===== config.mk =====
export PLATFORM = sky130hd
export DESIGN_NAME = booth4_seq_mult
export DESIGN_NICKNAME = d
export VERILOG_FILES = /design/src/rtl/booth4_seq_mult.sv
export SDC_FILE = /design/constraint.sdc
export NUM_CORES = 1
export LEC_CHECK = 0
export CELL_PAD_IN_SITES_DETAIL_PLACEMENT = 1
export CELL_PAD_IN_SITES_GLOBAL_PLACEMENT = 2
export CORE_MARGIN = 2
export CORE_UTILIZATION = 36
export CTS_CLUSTER_SIZE = 12
export DETAILED_ROUTE_END_ITERATION = 10
export GPL_TIMING_DRIVEN = 0
export MAX_ROUTING_LAYER = met4
export PLACE_DENSITY_LB_ADDON = 0.1
export SKIP_LAST_GASP = 1
export SYNTH_ARGS = -nofsm -noshare
export SYNTH_HDL_FRONTEND = slang
export SYNTH_SLANG_ARGS = --single-unit

===== constraint.sdc =====
create_clock -name clk -period 7.2 [get_ports clk]
set_clock_uncertainty 0.1 [all_clocks]
set_input_delay 1.44 -clock clk [delete_from_list [all_inputs] [get_ports clk]]
set_output_delay 1.44 -clock clk [all_outputs]
set_load 0.01 [all_outputs]

===== src/rtl/booth4_seq_mult.sv =====
// Iterative radix-4 (modified Booth) multiplier: one Booth digit per clock into a single accumulator.
// Define SIGNED_MODE_EN to honour signed_i; otherwise every operation is unsigned.
module booth4_seq_mult #(
   parameter int unsigned WIDTH = 8
) (
   input  logic               clk,
   input  logic               rst,
   input  logic               in_valid,
   output logic               in_ready,
   input  logic [WIDTH-1:0]   a_i,
   input  logic [WIDTH-1:0]   b_i,
   input  logic               signed_i,
   output logic               out_valid,
   input  logic               out_ready,
   output logic [2*WIDTH-1:0] product_o
);

   localparam int unsigned AW = 2 * WIDTH + 3;
   localparam int unsigned BW = WIDTH + 3;
   localparam int unsigned CW = $clog2(WIDTH / 2 + 2);

   typedef enum logic [1:0] {StIdle, StCalc, StDone} state_e;

   state_e               state_q, state_d;
   logic [AW-1:0]        mcand_q, mcand_d;
   logic [BW-1:0]        mult_q, mult_d;
   logic [AW-1:0]        acc_q, acc_d;
   logic [CW-1:0]        cnt_q, cnt_d;
   logic                 sgn_q, sgn_d;
   logic [2*WIDTH-1:0]   prod_q, prod_d;

   logic                 sgn_in;
   logic                 ext_a, ext_b;
   logic                 dig_one, dig_two, dig_neg;
   logic [AW-1:0]        pp;
   logic [AW-1:0]        acc_sum;
   logic [CW-1:0]        last_idx;

`ifdef SIGNED_MODE_EN
   assign sgn_in = signed_i;
`else
   logic unused_signed;
   assign sgn_in        = 1'b0;
   assign unused_signed = signed_i;
`endif

   assign ext_a    = sgn_in & a_i[WIDTH-1];
   assign ext_b    = sgn_in & b_i[WIDTH-1];
   assign last_idx = sgn_q ? CW'(WIDTH / 2 - 1) : CW'(WIDTH / 2);

   // Current digit sits in mult_q[2:0]; bit 0 carries b[2k-1].
   always_comb begin
      dig_one = 1'b0;
      dig_two = 1'b0;
      dig_neg = 1'b0;
      unique case (mult_q[2:0])
         3'b001, 3'b010: dig_one = 1'b1;
         3'b011:         dig_two = 1'b1;
         3'b100: begin
            dig_two = 1'b1;
            dig_neg = 1'b1;
         end
         3'b101, 3'b110: begin
            dig_one = 1'b1;
            dig_neg = 1'b1;
         end
         default: ;
      endcase
   end

   assign pp      = dig_two ? (mcand_q << 1) : (dig_one ? mcand_q : '0);
   // Negative digits subtract via one's complement plus carry-in.
   assign acc_sum = acc_q + (dig_neg ? ~pp : pp) + AW'(dig_neg);

   always_comb begin
      state_d   = state_q;
      mcand_d   = mcand_q;
      mult_d    = mult_q;
      acc_d     = acc_q;
      cnt_d     = cnt_q;
      sgn_d     = sgn_q;
      prod_d    = prod_q;
      in_ready  = 1'b0;
      out_valid = 1'b0;
      unique case (state_q)
         StIdle: begin
            in_ready = ~rst;
            if (in_valid) begin
               sgn_d   = sgn_in;
               mcand_d = {{(AW - WIDTH){ext_a}}, a_i};
               mult_d  = {ext_b, ext_b, b_i, 1'b0};
               acc_d   = '0;
               cnt_d   = '0;
               state_d = StCalc;
            end
         end
         StCalc: begin
            acc_d   = acc_sum;
            mcand_d = mcand_q << 2;
            mult_d  = {{2{mult_q[BW-1]}}, mult_q[BW-1:2]};
            cnt_d   = cnt_q + 1'b1;
            if (cnt_q == last_idx) begin
               prod_d  = acc_sum[2*WIDTH-1:0];
               state_d = StDone;
            end
         end
         StDone: begin
            out_valid = 1'b1;
            if (out_ready) state_d = StIdle;
         end
         default: state_d = StIdle;
      endcase
   end

   always_ff @(posedge clk) begin
      if (rst) begin
         state_q <= StIdle;
         mcand_q <= '0;
         mult_q  <= '0;
         acc_q   <= '0;
         cnt_q   <= '0;
         sgn_q   <= 1'b0;
         prod_q  <= '0;
      end else begin
         state_q <= state_d;
         mcand_q <= mcand_d;
         mult_q  <= mult_d;
         acc_q   <= acc_d;
         cnt_q   <= cnt_d;
         sgn_q   <= sgn_d;
         prod_q  <= prod_d;
      end
   end

   assign product_o = prod_q;

endmodule


======== Word level (Yosys, flattened, before mapping) ========
Index checks and enable logic that the tools add are counted.
word-level totals
  bits in registers ....................... 70
  bits in latches ......................... 0
  memory bits (writable) .................. 0
  memory bits (read-only) ................. 0
  output and inout port bits .............. 18
  word-level logic and storage cells ...... 54
  memories ................................ 0
cells by class
  $add $sub $neg .......................... 3
  $mul .................................... 0
  div/mod/pow operators ................... 0
  $lt $le $gt $ge ......................... 0
  eq/ne operators ......................... 12
  shift operators ......................... 0
  multiplexer cells ....................... 20
  bitwise gates (word level) .............. 3
  reduce and logical (&&, ||, !) cells .... 9
operator list
  operator               number
  $mux W19               5
  $pmux W19 S2           2
  $pmux W11 S2           1
  $add A19 B1 Y19        1
  $add A19 B19 Y19       1
  $not A19 Y19           1
  $eq A3 B3 Y1 const B   4
  $mux W11               1
  $eq A3 B2 Y1 const B   2
  $mux W2                3
  $ne A2 B2 Y1 const B   3
  $pmux W2 S3            1
  $pmux W3 S2            1
  $reduce_and A3 Y1      2
  $mux W1                5
  $reduce_and A2 Y1      2
  $reduce_or A4 Y1       1
  $add A3 B1 Y3 const B  1
  $eq A3 B1 Y1 const B   1
  $mux W3                1
  $reduce_or A3 Y1       1
  $eq A2 B1 Y1 const B   1
  $eq A2 B2 Y1 const B   1
  $logic_not A2 Y1       1
  other kinds (3)        4

======== Longest topological paths before layout ========
  word-level depth ........................ 10
  mapped depth ............................ 15
  gate-level depth less buffers ........... 13

======== Least setup slack after synthesis ========
Ideal clock, no wire load.
  path kind ............................... input to output
  from .................................... input rst
  to ...................................... output in_ready
  arrival ................................. 2.333 ns
  path slack .............................. 3.327 ns
  stages .................................. 4
  path buffers ............................ 3
  path through ............................ clkbuf_1 > clkbuf_1 > buf_1 > nor3_1
on the way
  longest elaborated chain between the ends .. 2
ends and longest elaborated chain
  what             RTL line  source
  start, declared  7         input logic rst,
  $not A1 Y1       87        in_ready = ~rst;
  $mux W1          85        unique case (state_q)
  end, declared    9         output logic in_ready,
No other way between the ends.

======== Worst setup path in the final report ========
Same ends and word-level chain as after synthesis.

==> summary.txt <==
VDD IR max - 0.1008 mV
Setup CP Type - input port to output port
Initial DRC count - 80
IO Count - 39
Row count - 36
Post-synthesis to final-layout area growth - 20.95%
First-pass GRT wire length - 18460 µm
Top FF cell, synth - dfxtp_1
Root Driver - clkbuf_8
Max Root-Sink Buffers - 2
Fin worst setup slack - 2477 ps
Area leader, netlist - dfxtp_1
Launch point of the worst reg-to-reg path - mult_q[0]
Vias - 3488
Setup bufs post-CTS - 0
Fill count - 1222
Max-Cap Viols - 0
I/O Buffers - 36
Pwr dens - 208.7 nW/µm²
GR Overflow Total - 0
Fmax achieved - 211.7 MHz
Worst Path Required - 5660 ps
CP max FO - 10
DIE HEIGHT - 104.4 µm
Wire length per cell - 17.36 µm
Hold buffers post-CTS - 0
Antenna violations before repair - 0
Syn Inst Count - 455
Critical path's slowest cell - clkdlybuf4s50_1
Mean post-synth cell area - 7.980 µm²
Setup crit start - rst
Most used cell, CP - clkbuf_1
Grt met1 use - 28.92%
Status - finished, final reports clean
Ys async rst share - 0%
Largest stage delay, worst path - 500 ps
Unrepaired setup endpoints after global routing - no
Number of global-route vias before repair - 3546
Sequential area share after synthesis - 34.18%
Routability cong. - 0.8463
Post-synth EDFFs - 0
Vias per std cell - 5.450
TritonRoute pass-1 iters - 4
Final Util - 44.93%
Hold Crit Class - flop to flop
Gr busiest metal - met2
Startpoint Class - input port
Mapped Area - 3631 µm²
Final WL - 11110 µm
Remaining antenna violation count - 0
Top-area cell type share of the netlist area - 34.18%
Largest net degree at the start of global routing - 11
CP Cell Sequence - clkbuf_1 -> clkbuf_1 -> buf_1 -> nor3_1 -> clkdlybuf4s50_1
Met2 GRT Util - 34.31%
Die Width - 104.4 µm
Clk slew on worst S/H paths - 70 ps
Crit. End Element - output port
Worst hold start - product_o[1]
GR Layer Usage met3 - 2.694%
Final Hold Fails - 0
Core area - 9774 µm²
Die footprint - 10910 µm²
# diodes - 0
Largest cells by area after synthesis - dfxtp_1, ha_1, nor2_1, a21oi_1, xor2_1
Num Clock Sinks - 62
Post-synthesis cell type count - 47
Final min period - 4723 ps
Worst slack, placed - 2461 ps
Worst path arrival time - 3180 ps
Share of cells above drive strength 1 - 5.720%
Post-CTS resize count - 0
Register area - 1241 µm²
Slew Viols, Final - 0
Htree depth - 3
Setup TNS - 0 ps
Leakage - 1.688 nW
GRT Total Usage - 21.62%
Post-Synthesis Net Count - 498
Final HPWL DP - 8436 µm
CTS Buf Count - 9
Nets@finish - 545
DRC - 0
Worst skew pair latency - 350 ps
Period utilization - 65.60%
Yosys reg bits - 62
Initial Util - 37.15%
Synthesis Warnings - 0
CTS tree - done
Multi-input logic area - 2247 µm²
Worst slew pin tran - 729.8 ps
Endpoints failing setup - 0
Slew headroom - 51.06%
==> path summary, 6_finish.rpt <==
path | cells after the start | slack (ps) | endpoint
setup / recovery | 5 | 2480 | in_ready
setup reg to reg | 12 | 2780 | acc_q[12]
hold reg to reg | 2 | 360 | product_o[1]
hold / removal | 2 | 360 | product_o[1]
==> layout make-up <==
class,instances,share of cell area [%]
plain buffers,31,2.650
clock buffers,13,3.846
clock inverters,3,1.481
inverters,7,0.5983
multi-input cells,355,51.17
flip-flops and latches,62,28.26
well taps,133,3.789
repair buffers,36,8.205
==> cell usage after synthesis, types with 2 or more instances <==
master	count
a311oi_1	7
a32oi_1	3
and3_1	12
and3_2	6
o31ai_1	2
a22oi_1	14
nor3_1	8
a21o_1	4
a211o_1	2
a211oi_1	6
nand4_1	3
clkbuf_1	25
nor2_1	65
nand4b_1	6
xor2_1	22
a2111oi_0	2
inv_1	7
o21ai_0	24
nor2b_1	12
nor3b_1	2
nand3b_1	8
mux2_2	2
nand2b_1	5
buf_1	6
a21oi_1	39
or4_1	6
nand2_1	38
nand3_1	12
dfxtp_1	62
xnor2_1	8
ha_1	21
==> layout by cell type, fill, tap and decap left out, types with 7 or more instances in the layout <==
cell type        Yosys  routed
a21oi_1             39      39
a22oi_1             14      14
a311oi_1             7       7
and3_1              12      12
clkbuf_1            25      26
clkbuf_8             0      12
clkdlybuf4s50_1      0      36
dfxtp_1             62      62
ha_1                21      21
inv_1                7       7
nand2_1             38      38
nand3_1             12      12
nand3b_1             8       8
nor2_1              65      65
nor2b_1             12      12
nor3_1               8       8
o21ai_0             24      24
xnor2_1              8       8
xor2_1              22      22
==> power breakdown <==
group	internal, mW	switching, mW	total, mW
registers	0.357	0.0135	0.371
logic	0.0650	0.110	0.175
clock network	0.223	0.147	0.371
total	0.646	0.271	0.917
==> flip-flops by register name, indices dropped and copies added (netlist names) <==
signal	count
mcand_q	16
cnt_q	3
acc_q	16
state_q	2
mult_q	9
product_o	16
==> through the flow <==
stage          hold slack, ps  instance area [µm²]  total power [mW]  std cells
2_1_floorplan           331.5                 3631            0.4934        455
3_3_place_gp            341.5                 4158            0.5482        624
3_5_place_dp            350.1                 4158            0.5527        624
4_1_cts                 360.9                 4392            0.9206        640
5_1_grt                 390.1                 4392            0.9598        640
6_report                358.4                 4392            0.9167        640
==> critical path: cells and delay by family <==
family                 cells  cell delay [ps]
buffers and inverters      4             1650
and+or+nand+nor            1               90
==> layer usage <==
metal  share of wire (%)  up-vias
li1                    -     1717
met5                   0        -
met2                  45       46
met1                  51     1712
met4                 1.3        0
met3                 2.7       13
==> kinds of logic (layout without fill, tap and decap cells) <==
logic type	after synthesis	after routing	synth area share, %
and+or+nand+nor	186	186	25.50
muxes	3	3	0.8959
buffers and inverters	38	90	3.928
adders and majority gates	22	22	7.788
xor gates and xnor gates	30	30	7.236
AOI/OAI and AO/OA	114	114	20.47
DFF	62	62	34.18
(Power assumes the default switching activity.)
